File: src/rtl/cg_phase_scheduler.sv
// Phase sequencer for a conjugate-gradient solver: launches the A*p, dot-product,
// divider and vector-update units in order and tracks iterations and timeouts.
module cg_phase_scheduler #(
    parameter int NO_OF_UNITS = 8,
    parameter int ITER_W      = 11,
    parameter int TIMEOUT     = 65535
) (
    input  logic              clk,
    input  logic              reset,
    input  logic              start,
    input  logic [31:0]       total,
    input  logic [ITER_W-1:0] max_iter,
    input  logic              converged,
    input  logic              mxv_done,
    input  logic              dot_done,
    input  logic              div_done,
    input  logic              upd_done,
    output logic              mxv_go,
    output logic              dot_go,
    output logic              div_go,
    output logic              upd_go,
    output logic              dot_sel,
    output logic              div_sel,
    output logic              upd_sel,
    output logic [31:0]       vec_words,
    output logic [ITER_W-1:0] iteration_counter,
    output logic [3:0]        phase,
    output logic              busy,
    output logic              halt,
    output logic              err
);
    localparam int SHIFT = $clog2(NO_OF_UNITS);

    typedef enum logic [3:0] {
        IDLE    = 4'd0,
        INIT_RR = 4'd1,
        MXV     = 4'd2,
        DOT_PAP = 4'd3,
        ALPHA   = 4'd4,
        UPD_XR  = 4'd5,
        DOT_RR  = 4'd6,
        BETA    = 4'd7,
        UPD_P   = 4'd8,
        DONE    = 4'd9
    } state_t;

    state_t            state_reg, state_next, succ_state;
    logic [31:0]       cnt_reg;
    logic [31:0]       vec_words_reg;
    logic [ITER_W-1:0] max_iter_reg, iter_reg, iter_inc;
    logic              err_reg, err_next;
    logic              mxv_go_reg, dot_go_reg, div_go_reg, upd_go_reg;
    logic              dot_sel_reg, div_sel_reg, upd_sel_reg;
    logic              busy_reg, halt_reg;
    logic              unit_done, done_ok, timed_out, is_wait, go_now, last_iter;

    assign iter_inc  = (&iter_reg) ? iter_reg : iter_reg + 1'b1;
    assign last_iter = (max_iter_reg != '0) && (iter_inc == max_iter_reg);
    assign is_wait   = state_reg inside {INIT_RR, MXV, DOT_PAP, ALPHA, UPD_XR, DOT_RR, BETA, UPD_P};
    // cnt 0 is the entry cycle, cnt 1 the go cycle; only later dones count.
    assign done_ok   = unit_done && (cnt_reg >= 32'd2);
    assign timed_out = (cnt_reg == 32'(TIMEOUT - 1));
    assign go_now    = is_wait && (cnt_reg == 32'd0) && (state_next == state_reg);

    always_comb begin
        unit_done  = 1'b0;
        succ_state = IDLE;
        case (state_reg)
            INIT_RR: begin unit_done = dot_done; succ_state = MXV;     end
            MXV:     begin unit_done = mxv_done; succ_state = DOT_PAP; end
            DOT_PAP: begin unit_done = dot_done; succ_state = ALPHA;   end
            ALPHA:   begin unit_done = div_done; succ_state = UPD_XR;  end
            UPD_XR:  begin unit_done = upd_done; succ_state = DOT_RR;  end
            DOT_RR:  begin unit_done = dot_done; succ_state = converged ? DONE : BETA; end
            BETA:    begin unit_done = div_done; succ_state = UPD_P;   end
            UPD_P:   begin unit_done = upd_done; succ_state = last_iter ? DONE : MXV; end
            default: begin unit_done = 1'b0;     succ_state = IDLE;    end
        endcase
    end

    always_comb begin
        state_next = state_reg;
        err_next   = err_reg;
        if (state_reg == IDLE || state_reg == DONE) begin
            if (start) begin
                state_next = INIT_RR;
                err_next   = 1'b0;
            end
        end else if (state_reg == INIT_RR && vec_words_reg == 32'd0) begin
            state_next = DONE;
            err_next   = 1'b1;
        end else if (done_ok) begin
            state_next = succ_state;
        end else if (timed_out) begin
            state_next = DONE;
            err_next   = 1'b1;
        end
    end

    always_ff @(posedge clk) begin
        if (reset) begin
            state_reg     <= IDLE;
            cnt_reg       <= '0;
            vec_words_reg <= '0;
            max_iter_reg  <= '0;
            iter_reg      <= '0;
            err_reg       <= 1'b0;
            mxv_go_reg    <= 1'b0;
            dot_go_reg    <= 1'b0;
            div_go_reg    <= 1'b0;
            upd_go_reg    <= 1'b0;
            dot_sel_reg   <= 1'b0;
            div_sel_reg   <= 1'b0;
            upd_sel_reg   <= 1'b0;
            busy_reg      <= 1'b0;
            halt_reg      <= 1'b0;
        end else begin
            state_reg <= state_next;
            err_reg   <= err_next;
            if (state_next != state_reg)
                cnt_reg <= '0;
            else if (cnt_reg != '1)
                cnt_reg <= cnt_reg + 32'd1;
            if ((state_reg == IDLE || state_reg == DONE) && start) begin
                vec_words_reg <= total >> SHIFT;
                max_iter_reg  <= max_iter;
                iter_reg      <= '0;
            end else if (state_reg == UPD_P && done_ok) begin
                iter_reg <= iter_inc;
            end
            mxv_go_reg  <= go_now && (state_reg == MXV);
            dot_go_reg  <= go_now && (state_reg inside {INIT_RR, DOT_PAP, DOT_RR});
            div_go_reg  <= go_now && (state_reg inside {ALPHA, BETA});
            upd_go_reg  <= go_now && (state_reg inside {UPD_XR, UPD_P});
            // Selects follow the state being entered so they are stable for its whole stay.
            dot_sel_reg <= (state_next == INIT_RR) || (state_next == DOT_RR);
            div_sel_reg <= (state_next == BETA);
            upd_sel_reg <= (state_next == UPD_P);
            busy_reg    <= state_next inside {INIT_RR, MXV, DOT_PAP, ALPHA, UPD_XR, DOT_RR, BETA, UPD_P};
            halt_reg    <= (state_next == DONE);
        end
    end

    assign mxv_go            = mxv_go_reg;
    assign dot_go            = dot_go_reg;
    assign div_go            = div_go_reg;
    assign upd_go            = upd_go_reg;
    assign dot_sel           = dot_sel_reg;
    assign div_sel           = div_sel_reg;
    assign upd_sel           = upd_sel_reg;
    assign vec_words         = vec_words_reg;
    assign iteration_counter = iter_reg;
    assign phase             = state_reg;
    assign busy              = busy_reg;
    assign halt              = halt_reg;
    assign err               = err_reg;
endmodule

File: config.mk
export PLATFORM = sky130hd
export DESIGN_NAME = cg_phase_scheduler
export DESIGN_NICKNAME = d
export VERILOG_FILES = /design/src/rtl/cg_phase_scheduler.sv
export SDC_FILE = /design/constraint.sdc
export NUM_CORES = 1
export LEC_CHECK = 0
export CAP_MARGIN = 30
export CORE_ASPECT_RATIO = 0.5
export CORE_MARGIN = 2
export CORE_UTILIZATION = 46
export DETAILED_ROUTE_END_ITERATION = 6
export MAX_ROUTING_LAYER = met4
export PLACE_DENSITY = 0.83
export SKIP_LAST_GASP = 1
export SYNTH_ARGS = -nofsm -noshare
export SYNTH_HDL_FRONTEND = slang
export SYNTH_SLANG_ARGS = --single-unit
File: constraint.sdc
create_clock -name clk -period 2.9 [get_ports clk]
set_input_delay 0.58 -clock clk [delete_from_list [all_inputs] [get_ports clk]]
set_output_delay 0.58 -clock clk [all_outputs]
set_load 0.01 [all_outputs]
Word-level counts from Yosys, hierarchy flattened
Cells that the tools add are included.

Flip-flop bits (word level): 97. Input port bits: 51. Output and inout bits: 57. Logic and storage cells: 88.

Add/subtract/negate cells: 2. $lt $le $gt $ge: 1. Equal/unequal tests: 25. Multiplexer cells: 15. Reductions and logical operators: 30.

Operators with widths (count): 32-bit zero test (2); 32-bit by 1-bit adder with 32-bit output, second input constant (1); 32-bit by 16-bit equality test with 1-bit output, second input constant (1); 4-bit by 3-bit equality test with 1-bit output, second input constant (8); 32-bit by 2-bit >= comparator with 1-bit output, second input constant (1); 32-bit inequality test, second input constant (1); 4-bit one-hot mux with 8 select lines (1); 4-bit 2-to-1 mux (7); 4-bit by 2-bit equality test with 1-bit output, second input constant (4); 4-bit equality test, second input constant (4); 8-bit nonzero test (2); 11-bit by 1-bit adder with 11-bit output, second input constant (1); 11-bit equality test (1); 1-bit logical AND (11); 11-bit 2-to-1 mux (1); 11-bit AND reduction (1); 11-bit nonzero test (1); 4-bit by 1-bit equality test with 1-bit output, second input constant (2); 2-bit OR reduction (4); 3-bit nonzero test (2); 1-bit 2-to-1 mux (5); 4-bit equality test (1); 4-bit zero test (1); 4-bit inequality test (1); 7 further kinds (9).

Longest topological paths before layout
Word-level depth: 12. Mapped depth: 13. Gate-level depth less buffers: 10.

Worst setup path before layout
No wires, ideal clock.

Path kind: register -> register. From: register iter_reg[0] (netlist: iteration_counter[0]). To: register div_sel_reg (netlist: div_sel). Setup time: 0.092 ns. Data arrival time: 2.702 ns. Required time: 2.808 ns. Path slack: 0.106 ns. Cell stages (with the launch flop): 12. Buffers on the path: 1. Period minus slack after synthesis: 2.794 ns. Cell sequence: dfxtp_1 > ha_1 > buf_2 > and4_1 > nand4_2 > or3b_1 > o211ai_1 > o2111ai_1 > nor4_2 > a22oi_2 > or2_1 > nor4_1.

Longest elaborated chain between the ends: 10. Elaborated cells on any way between the ends: 11. Classes of those cells: add/sub: 1; eq/ne: 2; mux: 6; reduce/logical: 2.

Ends and longest elaborated chain: start: declaration (line 50) `logic [ITER_W-1:0] max_iter_reg, iter_reg, iter_inc;`; start signal: assignment (line 129) `iter_reg <= iter_inc;`; 11-bit by 1-bit adder with 11-bit output or 11-bit AND reduction (tied branches) (line 57) `assign iter_inc = (&iter_reg) ? iter_reg : iter_reg + 1'b1;`; 11-bit 2-to-1 mux * (line 57); 11-bit equality test * (line 58) `assign last_iter = (max_iter_reg != '0) && (iter_inc == max_iter_reg);`; 1-bit logical AND * (line 58); 4-bit 2-to-1 mux * (line 76) `UPD_P: begin unit_done = upd_done; succ_state = last_iter ? DONE : MXV; end`; 4-bit one-hot mux with 8 select lines * (line 68) `case (state_reg)`; 4-bit 2-to-1 mux * (line 92) `end else if (done_ok) begin`; 4-bit 2-to-1 mux * (line 89) `end else if (state_reg == INIT_RR && vec_words_reg == 32'd0) begin`; 4-bit 2-to-1 mux * (line 84) `if (state_reg == IDLE || state_reg == DONE) begin`; 4-bit by 3-bit equality test with 1-bit output * (line 137) `div_sel_reg <= (state_next == BETA);`; end signal: assignment (line 137); end: declaration (line 53) `logic dot_sel_reg, div_sel_reg, upd_sel_reg;`.

Mark *: on every way between the ends. The rest lies on a longest branch, timed or not. A chain may end at the register's enable or synchronous reset.

Worst setup path after layout
Same ends and word-level chain as after synthesis.

==> summary.txt <==
Power
  – Peak VDD IR: 0.2665 mV
  – Pwr dens: 460.3 mW/mm2
  – Pwr Total: 0.003176 W
  – Flop pwr share: 0.447
  – Sw Ratio: 0.2536
  – Pint: 0.002370 W
  – Clock power share: 0.416
  – Combinational fraction of design power: 0.137
  – Pleak: 2.551 nW
  – Net Switching: 0.0008053 W

Clock tree
  – CTS Buffer Depth: 2
  – CTS tree: built
  – H-tree levels: 3
  – # clock sinks: 97
  – Root buf cell: clkbuf_16
  – Clk slew on worst S/H paths: 0.07 ns
  – Worst skew pair latency: 0.35 ns
  – Cts bufs inserted: 9

Timing
  – Final setup violation count: 0
  – FMAX: 360.6 MHz
  – Fin worst setup slack: 0.1269 ns
  – Final Max Slew Viols: 0
  – Period utilization: 0.9562
  – Slew @ Worst Pin: 0.6655 ns
  – Relative slew slack: 0.5523
  – Unrepaired setup endpoints after global routing: true
  – Setup Skew: 0.01100 ns
  – Post-layout min period: 2.773 ns
  – Final hold violations: 0

Detailed routing
  – Met2 routed WL: 6465 um
  – Vias/cell: 5.576
  – DRT iter0 DRCs: 328
  – Average routed wire per standard cell: 15.02 um
  – Vias: 5102
  – Routed met1 length: 6173 um
  – Routed WL: 13750 um
  – Met3 wire length: 874 um
  – Total iterations of the first detailed-routing run: 5
  – # DRC: 0
  – Top sig layer: met4
  – DRT antenna net count: 0

Min path
  – Type of the worst min-delay path: flop to flop
  – HP Start: vec_words[17]
  – Worst hold path depth: 2
  – WHS Endpoint: vec_words[17]

Logic synthesis
  – Top_reg_cell synth: dfxtp_1
  – Post-synth top area cell: dfxtp_1
  – Seq/Total Area, Yosys: 0.3897
  – Adder-cell share of the synthesized area: 0.01004
  – Synthesized area: 0.004984 mm2
  – Share of the synthesized area in the top cell type: 0.3897
  – Post-synth cell types: 68
  – Post-Synth XOR/XNOR Area: 0.06678
  – Synthesis Warnings: 0
  – Post-synthesis mux area share: 0.02034
  – Syn Area/Cell: 7.811 um2
  – Simple-gate portion of the synthesized area: 0.3088
  – Top post-synthesis cells by area: dfxtp_1, nand2_1, a21oi_1, nor2_1, xor2_1
  – Synth Area in Compound Gates: 0.1537
  – Number of synthesized register bits: 97
  – Post-synth EDFFs: 0
  – Cell count after synthesis: 638
  – Asr flop ratio synth: 0
  – Largest family of logic cells by synthesized area: simple AND/OR/NAND/NOR gates

Floorplan
  – Die width: 151.2 um
  – Starting Density: 0.4802
  – Die area: 0.01173 mm2
  – Num rows: 26
  – Die H: 77.60 um
  – Boundary pin count: 108
  – Core ar.: 0.01038 mm2

Cells and area
  – Fraction of layout cells with a size suffix above 1: 0.1510
  – Number of diodes: 0
  – Fin nets: 825
  – Area growth from synthesis to layout: 38.44%
  – Max reg flops: 32
  – Layout Cells excl Fill: 915
  – Finished Core Util: 0.6648
  – Fillers: 862
  – Final Cell Area: 0.006899 mm2

GRT
  – Total track usage: 0.2410
  – First-pass GRT wire length: 21990 um
  – Global route total overflow: 0
  – Largest net degree at the start of global routing: 42
  – Initial antenna violation count: 0
  – Vias in the first global route: 4675

Placed design
  – Area of placed instances: 0.006370 mm2
  – # port buffers: 101
  – Placed Instances: 892
  – Pre-CTS setup slack: -0.2068 ns
  – DP HPWL: 9833 um
  – GPL Wtd Cong: 0.9457

Flow run
  – Max-cap violations: 0

Outcome
  – Status: finished, final reports clean

Worst setup path
  – CP Data Required Time: 3.16 ns
  – R2R Path End: div_sel
  – Flop2flop setup slack: 0.13 ns
  – Critical path data arrival time: 3.03 ns
  – Critical Path Start Type: flop
  – CP Capture Type: flop
  – Crit. Startpoint: iteration_counter[0]
  – R2r startpoint: iteration_counter[0]
  – Crit Path Class: flop to flop
  – Worst Reg-to-Reg Cells: 10
  – CP Max Fanout: 5
-- area by class of cell --
type | count | area (um2) | area share
clock buffers | 9 | 225.2 | 0.03264
clock inverters | 7 | 106.4 | 0.01542
inverters | 15 | 56.30 | 0.008161
multi-input cells | 489 | 2932 | 0.4249
flip-flops and latches | 97 | 1953 | 0.2831
well taps | 140 | 175.2 | 0.02539
repair buffers | 158 | 1451 | 0.2104
-- cells in the mapped netlist (all sizes together) (3+ instances only) --
master / count
o211ai: 3
xnor2: 14
clkbuf: 21
and2: 4
a211oi: 8
a21oi: 56
a31o: 3
xor2: 24
ha: 4
nand4: 12
nor4: 26
a21o: 3
or3: 10
nand2: 120
inv: 15
o21bai: 3
and3: 11
buf: 19
nor2b: 6
and4: 6
nand3: 24
nor3: 16
nand2b: 4
dfxtp: 97
o21ai: 18
mux2i: 9
a31oi: 7
a2111oi: 3
nor2: 60
-- per-layer routing --
layer / track usage / vias to the layer above
met5: - / -
met4: 0.07009 / 0
met3: 0.06529 / 21
met2: 0.3837 / 172
met1: 0.3012 / 2409
li1: - / 2500
-- power groups by stage --
| stage | Clock [W] | Sequential [W] | Combinational (W) |
|---|---|---|---|
| floorplan | 0 | 0.00145 | 0.000214 |
| global placement | 0 | 0.00145 | 0.000405 |
| detailed placement | 0 | 0.00145 | 0.000414 |
| CTS | 0.00134 | 0.00142 | 0.000418 |
| global route | 0.00140 | 0.00142 | 0.000476 |
| finish | 0.00132 | 0.00142 | 0.000435 |
-- cell families after synthesis --
group                    count (synthesis)
AO/OA/AOI/OAI                          121
flip-flops                              97
AND/OR/NAND/NOR                        312
other                                    1
XOR/XNOR                                38
adder cells (fa/ha/maj)                  4
buffers and inverters                   55
multiplexers                            10
-- cell usage in the layout (no fill, tap or decap), types with 10 or more instances in the layout --
master	synthesis	final
xor2_1	24	24
inv_1	15	15
nor2_1	59	58
a21oi_1	55	55
clkdlybuf4s50_1	0	101
nand4_1	11	11
and3_1	11	11
o21ai_0	13	13
nor3_1	14	14
nor4_1	23	18
dfxtp_1	97	90
buf_4	5	56
or3_1	10	10
nand2_1	120	120
nand3_1	24	24
xnor2_1	14	14
-- timing repair --
action | in CTS | in global routing
pin swaps | 2 | 14
hold buffers | 0 | 0
buffers inserted | 0 | 6
endpoints found under the setup margin | 7 | 33
gates cloned | 0 | 1
gates resized for setup | 2 | 31
-- worst max path at each step --
stage | endpoint | slack, ns | cells after the start
floorplan | div_sel | 0.11 | 11
global placement | mxv_go | -0.14 | 10
detailed placement | mxv_go | -0.21 | 10
CTS | dot_sel | 0.01 | 9
global route | div_sel | -0.03 | 10
finish | div_sel | 0.13 | 10
-- per-stage QoR --
stage / hold WS [ns] / TNS, ns
after floorplan: 0.4446 / 0
after global placement: 0.4492 / -1.316
after detailed placement: 0.4620 / -3.052
after CTS: 0.4760 / 0
after global routing: 0.4937 / -0.07712
final: 0.4780 / 0
-- worst max-delay path, stage by stage (launching register included) --
cell and delay [ns]:
dfxtp_4 0.38, ha_4 0.16, and4_4 0.28, nand4_2 0.19, or3b_1 0.40, o211ai_1 0.13, o2111ai_1 0.16, nor4_2 0.33
a22oi_2 0.18, or2_4 0.27, nor4_2 0.21
(Power assumes the default switching activity.)
==> variant 1 (same flow settings) <==
Change the parameter `NO_OF_UNITS` from 8 to 4.
--- a/src/rtl/cg_phase_scheduler.sv
+++ b/src/rtl/cg_phase_scheduler.sv
@@ -1,7 +1,7 @@
 // Phase sequencer for a conjugate-gradient solver: launches the A*p, dot-product,
 // divider and vector-update units in order and tracks iterations and timeouts.
 module cg_phase_scheduler #(
-    parameter int NO_OF_UNITS = 8,
+    parameter int NO_OF_UNITS = 4,
     parameter int ITER_W      = 11,
     parameter int TIMEOUT     = 65535
 ) (
Check against the original RTL: not equivalent (Yosys sat finds a counterexample within 4 cycles, from zero or initial values and one cycle with reset high).
==> variant 1 against the unedited design <==
  * The run now ends with negative setup slack left
  * Sequential cell count rose by 1
  * Wire length rose by 16%
  * Worst setup slack got worse by 0.17 ns
  * Design area rose by 10%
  * Non-clock buffer count rose by 37
  * Power rose by 7.4%
  * Via count rose by 6.5%
  * Critical path type unchanged
  * Hold slack got worse by 0.0064 ns
  * Combinational power rose by 49%
  * Synthesized area rose by 3.2%
  * Maximum frequency fell by 5.7%
==> variant 1: results (changes against the unedited design) <==
run_status:
  status: "complete, but fails checks"  # was finished, final reports clean
  violations: "negative setup slack"
clocking:
  numCtsBuffers: 9  # unchanged
  clk_pin_slew_ns: 0.07  # about the same
  postCtsSetupBuffers: 3  # was 0
  ctsResizeCount: 9  # was 2
  clk_latency_ns: 0.36
  cts.hold.buffers_added: 0  # unchanged
  clockBufferDepth: 2  # unchanged
  h-tree-depth: 3  # unchanged
yosys:
  yosysUniqueCellTypes: 64  # was 68
  synth_commonest_cells: "nand2_1 (117), dfxtp_1 (98), a21oi_1 (50)"  # was nand2_1 (120), dfxtp_1 (97), nor2_1 (59)
  seq_area_frac_synth: 0.381  # was 0.390
  yosysWarnings: 0  # unchanged
  syn_area_per_cell_um2: 8.06  # was 7.81 um2
  synthFlopType: "dfxtp_1"  # unchanged
  synthTopCellsByArea: "dfxtp_1 (38%), nand2_1 (8.5%), a21oi_1 (4.9%)"  # was dfxtp_1 (39%), nand2_1 (9.0%), a21oi_1 (5.5%)
placement:
  finalWeightedCongestion: 0.920  # was 0.946
  placed_area_mm2: 0.00684  # was 0.00637 mm2
  dpl.cell_count: 935  # was 892
  port_buffers: 103  # was 101
  dp_hpwl_um: 10600  # was 9830 um
global_route:
  gr-usage-met1: 0.304  # was 0.301
  grt_max_degree: 49  # was 42
  antenna_found_initial: 0  # unchanged
  grt_use_total: 0.252  # was 0.241
  met2_usage: 0.429  # was 0.384
  grt_pass1_wl_um: 24300  # was 22000 um
  grt_pass1_vias: 5109  # was 4675
  gr-usage-met3: 0.0453  # was 0.0653
setup_path:
  critical-path-max-stage-delay_ns: 0.44  # was 0.40 ns
  crit_slowest_cell: "or3_1"  # was or3b_1
  crit_arrival_ns: 3.24  # was 3.03 ns
  crit_fanout: 8  # was 5
power:
  p_leak_uw: 0.00290  # was 0.00255 uW
  ir_drop_uv: 260  # was 267 uV
sta:
  setup_tns_ns: -0.570  # was 0 ns
  tightestPinTransition_ns: 0.760  # was 0.665 ns
  setup_viol_count_final: 25  # was 0
  setup_slack_ns: -0.0408  # was 0.127 ns
  clock_skew_ns: 0.0146  # was 0.0110 ns
cells_and_area:
  nNetsFinal: 866  # was 825
  drive_above_1_share: 0.218  # was 0.151
  layout.cells.non_filler: 961  # was 915
drt:
  viasPerCell: 5.65  # was 5.58
  drt_first_iter_violations: 391  # was 328
  totalWireLength_um: 15900  # was 13700 um
  drt_first_pass_iters: 5  # unchanged
hold_path:
  hold_class: "reg2reg"  # unchanged
-- variant 1: area by class of cell --
| class | count | area [um2] |
|---|---|---|
| clock buffers | 10 | 239 |
| clock inverters | 6 | 87.6 |
| fillers | 818 | 3340 |
| inverters | 14 | 52.6 |
| multi-input cells | 493 | 3250 |
| flip-flops and latches | 98 | 1980 |
| well taps | 145 | 181 |
| repair buffers | 195 | 1810 |
-- variant 1: kinds of logic after synthesis --
group                      Yosys count  synth area share
AOI/OAI and AO/OA                  120             0.159
muxes                                6            0.0117
adders and majority gates            4           0.00973
xor gates and xnor gates            42            0.0744
DFF                                 98             0.381
and+or+nand+nor                    319             0.319
buffers and inverters               48            0.0440
other                                1          0.000729
-- variant 1: power by group --
part	internal, uW	total, uW	leakage [uW]	switching [uW]
combinational	333	646	0.00194	313
sequential	1400	1440	0.000803	43.8
clock	783	1330	0.000163	542
-- variant 1: critical path, delay by kind of cell, from the launching register on --
| family | cells | cell delay [ns] |
|---|---|---|
| simple gates | 5 | 1.11 |
| compound gates | 3 | 0.89 |
| buf+inv | 3 | 0.51 |
| flops | 1 | 0.39 |
-- variant 1: path summary, 6_finish.rpt --
path / depth (start not counted) / end / startpoint / slack, ns
max reg2reg: 11 / cnt_reg[16] / iteration_counter[3] / -0.04
min reg2reg: 2 / vec_words[13] / vec_words[13] / 0.47
max: 11 / cnt_reg[16] / iteration_counter[3] / -0.04
min: 2 / vec_words[13] / vec_words[13] / 0.47
-- variant 1: stage by stage --
step	power (uW)	setup WS, ns
floorplan	1750	0.0116
global placement	2000	-0.333
detailed placement	2010	-0.396
CTS	3340	-0.0350
global route	3530	-0.136
finish	3410	-0.0408
-- variant 1: routing by layer --
metal,vias to the layer above,part of all wire
met5,-,0
met4,0,0.037
met3,56,0.048
met2,174,0.50
met1,2599,0.42
li1,2604,-
==> variant 2 (same settings) <==
Without the edit above. Add an input register stage for `total`, without a reset; this delays it by one clock. The other inputs are not delayed to match.
--- a/src/rtl/cg_phase_scheduler.sv
+++ b/src/rtl/cg_phase_scheduler.sv
@@ -43,6 +43,12 @@
         UPD_P   = 4'd8,
         DONE    = 4'd9
     } state_t;
+
+    logic [31:0] total_q;
+
+    always_ff @(posedge clk) begin
+        total_q <= total;
+    end
 
     state_t            state_reg, state_next, succ_state;
     logic [31:0]       cnt_reg;
@@ -122,7 +128,7 @@
             else if (cnt_reg != '1)
                 cnt_reg <= cnt_reg + 32'd1;
             if ((state_reg == IDLE || state_reg == DONE) && start) begin
-                vec_words_reg <= total >> SHIFT;
+                vec_words_reg <= total_q >> SHIFT;
                 max_iter_reg  <= max_iter;
                 iter_reg      <= '0;
             end else if (state_reg == UPD_P && done_ok) begin
Function: changed (a bounded check fails within 4 cycles, from zero or initial values and one cycle with reset high).
==> variant 2 against the unedited design <==
  * Power up 40%
  * Die area increased by 7.3%
  * First-iteration DRC count grew 22%
  * Worst setup slack lost 0.17 ns
  * Highest routed layer unchanged
  * Synthesized area grew 7.6%
  * Critical endpoint is now dot_sel
  * The flow now finishes with violations (negative setup slack)
  * Critical path depth increased by 1
  * Wire length rose by 17%
  * Design area is 13% higher
  * Sequential cell count is 29 higher
  * Via count up 6.6%
==> variant 2: results (changes against the unedited design) <==
placement:
  dp_slack_ns: -0.241  # was -0.207 ns
  dp_hpwl_um: 10100  # was 9830 um
  finalWeightedCongestion: 0.919  # was 0.946
global_route:
  grt_pass1_vias: 5148  # was 4675
  grt_pass1_wl_um: 23800  # was 22000 um
  grt_use_total: 0.249  # was 0.241
  grt_max_degree: 46  # was 42
power:
  ir_drop_uv: 375  # was 267 uV
  p_leak_uw: 0.00299  # was 0.00255 uW
setup_path:
  crit_arrival_ns: 3.28  # was 3.03 ns
  crit_fanout: 5  # unchanged
  rr_endpoint: "dot_sel"  # was div_sel
  r2r_start: "cnt_reg[18]"  # was iteration_counter[0]
  critical-path-max-stage-delay_ns: 0.61  # was 0.40 ns
  crit_slowest_cell: "or4_4"  # was or3b_1
  reg2regPathDepth: 11  # was 10
sta:
  setup_viol_count_final: 3  # was 0
  clock_skew_ns: 0.00976  # was 0.0110 ns
  slew_headroom: 0.485  # was 0.552
  setup_tns_ns: -0.0807  # was 0 ns
  setup_slack_ns: -0.0433  # was 0.127 ns
drt:
  totalWireLength_um: 16100  # was 13700 um
  drt_first_iter_violations: 400  # was 328
  viasPerCell: 5.55  # was 5.58
run_status:
  status: "complete, but fails checks"  # was finished, final reports clean
  violations: "negative setup slack"
clocking:
  h-tree-depth: 4  # was 3
  clk_latency_ns: 0.42  # was 0.35 ns
  numCtsBuffers: 17  # was 9
yosys:
  yosysUniqueCellTypes: 58  # was 68
  synth_adder_area_share: 0.00933  # was 0.0100
  synth_compound_area_frac: 0.113  # was 0.154
  synth_xor_area_frac: 0.0670  # was 0.0668
  synth_commonest_cells: "dfxtp_1 (126), nand2_1 (120), nor2_1 (70)"  # was nand2_1 (120), dfxtp_1 (97), nor2_1 (59)
  synthTopCellsByArea: "dfxtp_1 (47%), nand2_1 (8.4%), a21oi_1 (5.0%)"  # was dfxtp_1 (39%), nand2_1 (9.0%), a21oi_1 (5.5%)
  seq_area_frac_synth: 0.470  # was 0.390
hold_path:
  hp-start: "total_q[7]"  # was vec_words[17]
  hold_end: "vec_words[4]"  # was vec_words[17]
cells_and_area:
  nNetsFinal: 863  # was 825
==> variant 2: changes by cell type after synthesis, sizes merged, moves of 4 or more <==
cell,delta
buf,-10
nor3,+4
nand3,-4
or4,+4
o21ai,-5
nor2,+10
inv,-4
or3,-7
nor4,-6
nand4,+5
dfxtp,+29
==> variant 2: layer usage <==
metal	part of all wire	global-route usage	wire length, um
met5	0	-	0
met4	0.033	0.105	526
met3	0.051	0.0610	814
met2	0.51	0.434	8190
met1	0.41	0.277	6550
==> variant 2: area by class of cell <==
cell class | instances | share of cell area
multi-input cells | 475 | 0.364
flip-flops and latches | 126 | 0.324
repair buffers | 177 | 0.210
clock buffers | 22 | 0.0632
well taps | 159 | 0.0254
clock inverters | 10 | 0.00800
inverters | 11 | 0.00528
==> variant 2: how the worst max path moves through the flow <==
stage	slack (ns)	endpoint	depth (start not counted)	start
after CTS	0.003	dot_sel	11	cnt_reg[23]
final	-0.04	dot_sel	11	cnt_reg[18]
after floorplan	0.03	dot_sel	11	iteration_counter[3]
after global placement	-0.21	cnt_reg[2]	12	dot_done
after global routing	-0.13	dot_sel	11	cnt_reg[29]
after detailed placement	-0.24	cnt_reg[2]	12	dot_done
==> variant 2: power groups by stage <==
stage	clock network (uW)	registers, uW	logic, uW
6_report	1970	1870	619
5_1_grt	2050	1880	663
4_1_cts	1970	1870	551
3_5_place_dp	0	1900	541
3_3_place_gp	0	1900	530
2_1_floorplan	0	1910	270
==> variant 2: logic make-up (layout without fill, tap and decap cells) <==
logic type,count (synthesis),count (layout)
other cells,1,3
flops,126,126
xor+xnor,41,41
compound gates,100,100
mux,12,12
buf+inv,44,220
fa+ha+maj,4,4
simple gates,315,315
==> variant 2: per-stage QoR <==
stage | area, um2 | cells | hold WS, ns
after global routing | 7820 | 980 | 0.449
after CTS | 7620 | 974 | 0.436
after global placement | 7000 | 941 | 0.418
after floorplan | 5400 | 645 | 0.417
after detailed placement | 7000 | 941 | 0.429
final | 7820 | 980 | 0.440
==> variant 2: worst max-delay path, delay by kind of cell (launching register included) <==
family                 cells  cell delay, ns
DFF                        1            0.31
buffers and inverters      2            0.28
AOI/OAI and AO/OA          4            0.60
and+or+nand+nor            5            1.67
==> variant 2: repair_timing <==
action / in CTS / in global routing
pin swaps: 1 / 9
buffers inserted: 1 / 4
setup endpoints to repair: 40 / 39
gates resized for setup: 9 / 24
cloned: 0 / 2
